### config.mk
export PLATFORM = sky130hd
export DESIGN_NAME = serial_subtractor
export DESIGN_NICKNAME = d
export VERILOG_FILES = /design/src/rtl/sersub_pkg.sv /design/src/rtl/fs_bit.sv /design/src/rtl/serial_subtractor.sv
export SDC_FILE = /design/constraint.sdc
export NUM_CORES = 1
export LEC_CHECK = 0
export CAP_MARGIN = 20
export CORE_ASPECT_RATIO = 0.7
export CORE_MARGIN = 2
export CORE_UTILIZATION = 45
export CTS_CLUSTER_DIAMETER = 200
export DETAILED_ROUTE_END_ITERATION = 8
export PLACE_DENSITY = 0.67
export SLEW_MARGIN = 20
export SYNTH_ARGS = -nofsm -noshare
export SYNTH_HDL_FRONTEND = slang
export SYNTH_SLANG_ARGS = --single-unit
### constraint.sdc
create_clock -name clk -period 4.6 [get_ports clk]
set_input_delay 0.92 -clock clk [delete_from_list [all_inputs] [get_ports clk]]
set_output_delay 0.92 -clock clk [all_outputs]
set_load 0.01 [all_outputs]
### src/rtl/sersub_pkg.sv
// rtl/sersub_pkg.sv - shared FSM state codes and width helper for serial_subtractor
package sersub_pkg;

    localparam logic [1:0] ST_IDLE = 2'd0;
    localparam logic [1:0] ST_RUN  = 2'd1;
    localparam logic [1:0] ST_DONE = 2'd2;

    function automatic int clog2(input int v);
        int r;
        r = 0;
        while ((1 << r) < v) begin
            r = r + 1;
        end
        return r;
    endfunction

endpackage

### src/rtl/fs_bit.sv
// rtl/fs_bit.sv - combinational 1-bit full subtractor: d = x - y - bi
module fs_bit (
    input  logic x,
    input  logic y,
    input  logic bi,
    output logic d,
    output logic bo
);

    assign d  = x ^ y ^ bi;
    assign bo = (~x & y) | (~(x ^ y) & bi);

endmodule

### src/rtl/serial_subtractor.sv
// rtl/serial_subtractor.sv - multi-cycle d = a - b - bin, DIGIT bits per clock
// Optional signed-overflow output ovf enabled by defining SERSUB_OVF_EN.
module serial_subtractor
    import sersub_pkg::*;
#(
    parameter int WIDTH = 8,
    parameter int DIGIT = 1
) (
    input  logic             clk,
    input  logic             rst_n,
    input  logic             start,
    input  logic [WIDTH-1:0] a,
    input  logic [WIDTH-1:0] b,
    input  logic             bin,
    output logic             busy,
    output logic             done,
    output logic [WIDTH-1:0] d,
    output logic             bo
`ifdef SERSUB_OVF_EN
    ,
    output logic             ovf
`endif
);

    localparam int STEPS = WIDTH / DIGIT;
    localparam int CW    = (clog2(STEPS) > 0) ? clog2(STEPS) : 1;

    logic [1:0]             state_q;
    logic [WIDTH-1:0]       a_sh_q;
    logic [WIDTH-1:0]       b_sh_q;
    logic [WIDTH-1:0]       r_sh_q;
    logic                   brw_q;
    logic [CW-1:0]          cnt_q;
    logic [WIDTH-1:0]       d_q;
    logic                   bo_q;

    logic [DIGIT:0]         chain;
    logic [DIGIT-1:0]       dig;
    logic [WIDTH+DIGIT-1:0] r_cat;
    logic [WIDTH-1:0]       r_d;
    logic                   accept;
    logic                   last;

    assign chain[0] = brw_q;

    for (genvar i = 0; i < DIGIT; i++) begin : g_slice
        fs_bit u_fs (
            .x  (a_sh_q[i]),
            .y  (b_sh_q[i]),
            .bi (chain[i]),
            .d  (dig[i]),
            .bo (chain[i+1])
        );
    end

    // New digit enters at the MSB end; after STEPS shifts the LSB digit sits at bit 0.
    assign r_cat  = {dig, r_sh_q};
    assign r_d    = r_cat[WIDTH+DIGIT-1:DIGIT];
    assign accept = start && (state_q != ST_RUN);
    assign last   = (state_q == ST_RUN) && (cnt_q == CW'(STEPS - 1));

    always_ff @(posedge clk or negedge rst_n) begin
        if (!rst_n) begin
            state_q <= ST_IDLE;
            a_sh_q  <= '0;
            b_sh_q  <= '0;
            r_sh_q  <= '0;
            brw_q   <= 1'b0;
            cnt_q   <= '0;
            d_q     <= '0;
            bo_q    <= 1'b0;
        end else begin
            if (accept) begin
                a_sh_q  <= a;
                b_sh_q  <= b;
                brw_q   <= bin;
                cnt_q   <= '0;
                state_q <= ST_RUN;
            end else if (state_q == ST_RUN) begin
                a_sh_q <= a_sh_q >> DIGIT;
                b_sh_q <= b_sh_q >> DIGIT;
                r_sh_q <= r_d;
                brw_q  <= chain[DIGIT];
                cnt_q  <= cnt_q + CW'(1);
                if (last) begin
                    d_q     <= r_d;
                    bo_q    <= chain[DIGIT];
                    state_q <= ST_DONE;
                end
            end else begin
                state_q <= ST_IDLE;
            end
        end
    end

`ifdef SERSUB_OVF_EN
    logic [1:0] msb_q;
    logic       ovf_q;

    always_ff @(posedge clk or negedge rst_n) begin
        if (!rst_n) begin
            msb_q <= 2'b00;
            ovf_q <= 1'b0;
        end else begin
            if (accept) begin
                msb_q <= {a[WIDTH-1], b[WIDTH-1]};
            end
            if (last) begin
                ovf_q <= (msb_q[1] != msb_q[0]) && (r_d[WIDTH-1] != msb_q[1]);
            end
        end
    end

    assign ovf = ovf_q;
`endif

    assign busy = (state_q == ST_RUN);
    assign done = (state_q == ST_DONE);
    assign d    = d_q;
    assign bo   = bo_q;

endmodule

### Word-level counts from Yosys, hierarchy flattened

Cells that the tools add are included.

| word-level totals | value |
|---|---|
| memory bits (writable) | 0 |
| register bits after elaboration | 39 |
| input port bits | 20 |
| latch bits | 0 |
| memory bits (read-only) | 0 |
| word-level logic and storage cells | 38 |
| memories kept | 0 |

| cells by class | value |
|---|---|
| eq/ne operators | 5 |
| reductions and logical operators | 5 |
| $add $sub $neg | 1 |
| bitwise logic cells | 8 |
| mux-type cells | 11 |
| multiply operators | 0 |
| shift-type cells | 0 |
| $lt $le $gt $ge | 0 |
| divide/modulo/power cells | 0 |

Operator list:

| operator | number |
|---|---|
| $mux W8 | 4 |
| $mux W2 | 3 |
| $mux W3 | 2 |
| $add A3 B1 Y3 const B | 1 |
| $eq A3 B3 Y1 const B | 1 |
| $ne A3 B1 Y1 const B | 1 |
| $not A1 Y1 | 3 |
| $reduce_and A3 Y1 | 1 |
| $and A1 B1 Y1 | 2 |
| $eq A2 B1 Y1 const B | 1 |
| $eq A2 B2 Y1 const B | 1 |
| $logic_and A1 B1 Y1 | 2 |
| $mux W1 | 2 |
| $ne A2 B1 Y1 const B | 1 |
| $reduce_and A2 Y1 | 1 |
| $reduce_bool A2 Y1 | 1 |
| $xor A1 B1 Y1 | 2 |
| $or A1 B1 Y1 | 1 |

### Depth between registers and ports, before layout

| depth | value |
|---|---|
| word-level depth | 6 |
| depth in mapped cells | 5 |

### Hierarchy

A second synthesis with hierarchy kept.

| unflattened totals | value |
|---|---|
| cells, all modules | 113 |
| area, all modules | 1826.8 µm² |

By module, submodules not included:

| module | seq. area each (µm²) | instances | area each (µm²) | cells each |
|---|---|---|---|---|
| serial_subtractor | 950.9 | 1 | 1795.5 | 109 |
| fs_bit | 0.0 | 1 | 31.3 | 4 |

### Worst setup path before layout

Ideal clock, no wire load.

| timing | value |
|---|---|
| path kind | input to register |
| start | in start |
| end | reg a_sh_q[0] |
| buffers on the path | 1 |
| setup slack | 2.870 ns |
| stages on the path | 3 |
| data arrival time | 1.605 ns |
| setup time | 0.125 ns |
| path through | buf_6 -> mux2_4 -> mux2_4 |

| on the way | value |
|---|---|
| word-level cells in the longest chain between the ends | 2 |

Ends and longest elaborated chain:

| element | line | RTL |
|---|---|---|
| start: declaration | serial_subtractor.sv:11 | `input logic start,` |
| $logic_and A1 B1 Y1 * | serial_subtractor.sv:59 | `assign accept = start && (state_q != ST_RUN);` |
| $mux W8 or $reduce_bool A2 Y1 (tied branches) | n/a |  |
| end signal: assignment | serial_subtractor.sv:80 | `a_sh_q <= a_sh_q >> DIGIT;` |
| end: declaration | serial_subtractor.sv:29 | `logic [WIDTH-1:0] a_sh_q;` |

Mark *: on every way between the ends. The rest lies on a longest branch, timed or not.
A chain may end at the register's enable or synchronous reset.

### Final worst setup path

| timing | value |
|---|---|
| start | reg state_q[1] |
| end | out busy |

| on the way | value |
|---|---|
| word-level cells in the longest chain between the ends | 1 |

Ends and longest elaborated chain:

| element | line | RTL |
|---|---|---|
| start: declaration | serial_subtractor.sv:28 | `logic [1:0] state_q;` |
| start signal: assignment | serial_subtractor.sv:64 | `state_q <= ST_IDLE;` |
| start signal: assignment | serial_subtractor.sv:78 | `state_q <= ST_RUN;` |
| start signal: assignment | serial_subtractor.sv:88 | `state_q <= ST_DONE;` |
| $eq A2 B1 Y1 | serial_subtractor.sv:117 | `assign busy = (state_q == ST_RUN);` |
| end: declaration | serial_subtractor.sv:15 | `output logic busy,` |

Every way passes these cells.

==> metrics <==
layout cell share with drive strength beyond 1 38.36%; worst-path fanout max 4; Area Growth Syn to Fin 22.67%; Internal 1027 uW; initial antenna violation count 0; area of the core 0.003899 sq mm; CTS Buf Count 5; synth unique cells 13; clock skew 0.004137 ns; HPWL after DPL 1997 um; top-area cell type share of the netlist area 52.38%; cell area after synthesis 0.001815 sq mm; Fmax 0.4139 GHz; Cell Rows 19; Global Route Usage Sum 15.00%; largest net degree at the start of global routing 39; first-pass GRT wire length 5023 um; via count 950; GRT overflow 0; I/O pin total 31; final setup TNS 0 ns; Slew Limit Fails 0; sequential share of power 39.9%; number of buffers inserted by port buffering 30; CTS tree yes; worst-margin pin slew 0.8446 ns; Slowest cell on crit path clkdlybuf4s50_1; synthesized area per cell 16.07 sq um; Yosys top cell by area dfrtp_1; period utilization 52.53%; Final Util 57.12%; CTS Root Cell clkbuf_8; Max Root-Sink Buffers 2; Worst Path Required 3.68 ns; CP Class flop to primary output; max_slew headroom 43.70%; Sw Pwr 407.4 uW; Syn Inst Count 113; post-route non-filler standard cell count 198; CP Launch Type flop; register area share after synthesis 52.38%; clock sink count 38; Yosys Warn Count 0; max-capacitance violation count 0; syn_nets 136; VDD IR max 0.0003857 V; worst path arrival time 1.50 ns; Leak Pwr 0.001043 uW; Area contributors post-synth dfrtp_1 (52%), mux2_4 (25%), mux2_2 (9.3%); final hold slack 0.4853 ns; status finished, final reports clean; Reg clk slew, reported paths 0.07 ns; Die X 79.92 um; vias per std cell 4.798; number of routed nets with antenna violations 0; CP endpoint kind primary output; DRC Markers 0; Yosys reg bits 38; CTS resizes 0; # hold bufs at CTS 0; Die ar. 0.004566 sq mm; Power per Cell Area 644.1 mW/mm^2; Worst Hold Class flop to flop; commonest non-fill, non-tap cell in the layout dfrtp_1; Chip Height 57.14 um; commonest non-fill, non-tap cells in the layout dfrtp_1 (38), mux2_4 (30), clkdlybuf4s50_1 (28); Critical Path Max Stage Delay 0.55 ns; TritonRoute pass-1 iters 4; ANT cells 0; Skew-Pair Late Insertion Delay 0.29 ns; GPL Wtd Cong 0.6891; Logic pwr share 41.9%; Final Hold Fails 0; RSZ-0062 raised after global routing false; # Post-CTS Setup Buffers 0; sw frac 28.40%; number of nets in the layout 168; Starting Density 46.57%; vias in the first global route 1021; CTS H-tree depth 2; number of DRC markers in iteration 0 33; minimum clock period 2.416 ns; total routed wirelength 3038 um; worst-path cell chain nand2b_1 -> inv_1 -> clkdlybuf4s50_1; clock power share 18.2%; endpoints failing setup 0; WL/cell 15.34 um; # placed instances 190
[final cells by class]
class,instances,area (sq um)
Timing Repair Buffer,31,297.8
Tap cell,52,65.06
Multi-Input combinational cell,63,780.7
Inverter,6,22.52
Clock buffer,8,110.1
Sequential cell,38,950.9
Fill cell,332,1672
[routing by layer]
| metal | wire [um] | up-vias | global-route usage, % |
|---|---|---|---|
| met5 | 0 | - | 0 |
| li1 | - | 456 | - |
| met2 | 1329 | 20 | 21.43 |
| met4 | 65 | 0 | 7.264 |
| met3 | 152 | 8 | 4.430 |
| met1 | 1491 | 466 | 21.06 |
[worst paths after layout]
check / from / depth (start not counted) / slack, ns / endpoint
max in group asynchronous: rst_n / 1 / 3.34 / r_sh_q[5]
setup / recovery: state_q[1] / 3 / 2.18 / busy
hold reg to reg: cnt_q[0] / 1 / 0.49 / cnt_q[0]
hold / removal: cnt_q[0] / 1 / 0.49 / cnt_q[0]
setup reg to reg: cnt_q[0] / 4 / 2.83 / d[6]
min in group asynchronous: rst_n / 1 / 0.74 / b_sh_q[3]
[cell usage after synthesis]
cell type	n
dfrtp_1	38
buf_2	1
mux2_2	15
buf_6	5
fa_1	1
nor2b_1	3
mux2_4	30
ha_1	2
nor2_1	2
mux2i_1	7
nand3b_1	1
nand2b_1	2
inv_1	6
[flip-flops by register name, indices dropped and copies added (netlist names)]
register	cells
a_sh_q	8
brw_q	1
state_q	2
cnt_q	3
bo	1
r_sh_q	7
d	8
b_sh_q	8
[worst max-delay path: cells and delay by family (launching register included)]
family	cells	cell delay, ns
AND/OR/NAND/NOR	1	0.15
buffers and inverters	2	0.68
flip-flops	1	0.38
[logic make-up after synthesis]
logic type	after synthesis	share of synthesized area, %
fa+ha+maj	3	2.481
simple gates	8	2.550
flops	38	52.38
mux	52	37.97
buf+inv	12	4.617
[through the flow]
step	setup WS, ns	cell area (sq um)	total power, uW
finish	2.184	2227	1434
floorplan	2.870	1815	1011
global route	2.092	2227	1527
global placement	1.651	2122	1158
detailed placement	1.578	2122	1186
CTS	1.914	2232	1456
[power by group through the flow]
stage / combinational [uW] / sequential [uW] / clock, uW
4_1_cts: 610 / 575 / 270
3_3_place_gp: 586 / 572 / 0
2_1_floorplan: 438 / 573 / 0
5_1_grt: 648 / 595 / 285
3_5_place_dp: 606 / 580 / 0
6_report: 601 / 573 / 261
No activity file was read; power rests on OpenSTA's default activity.
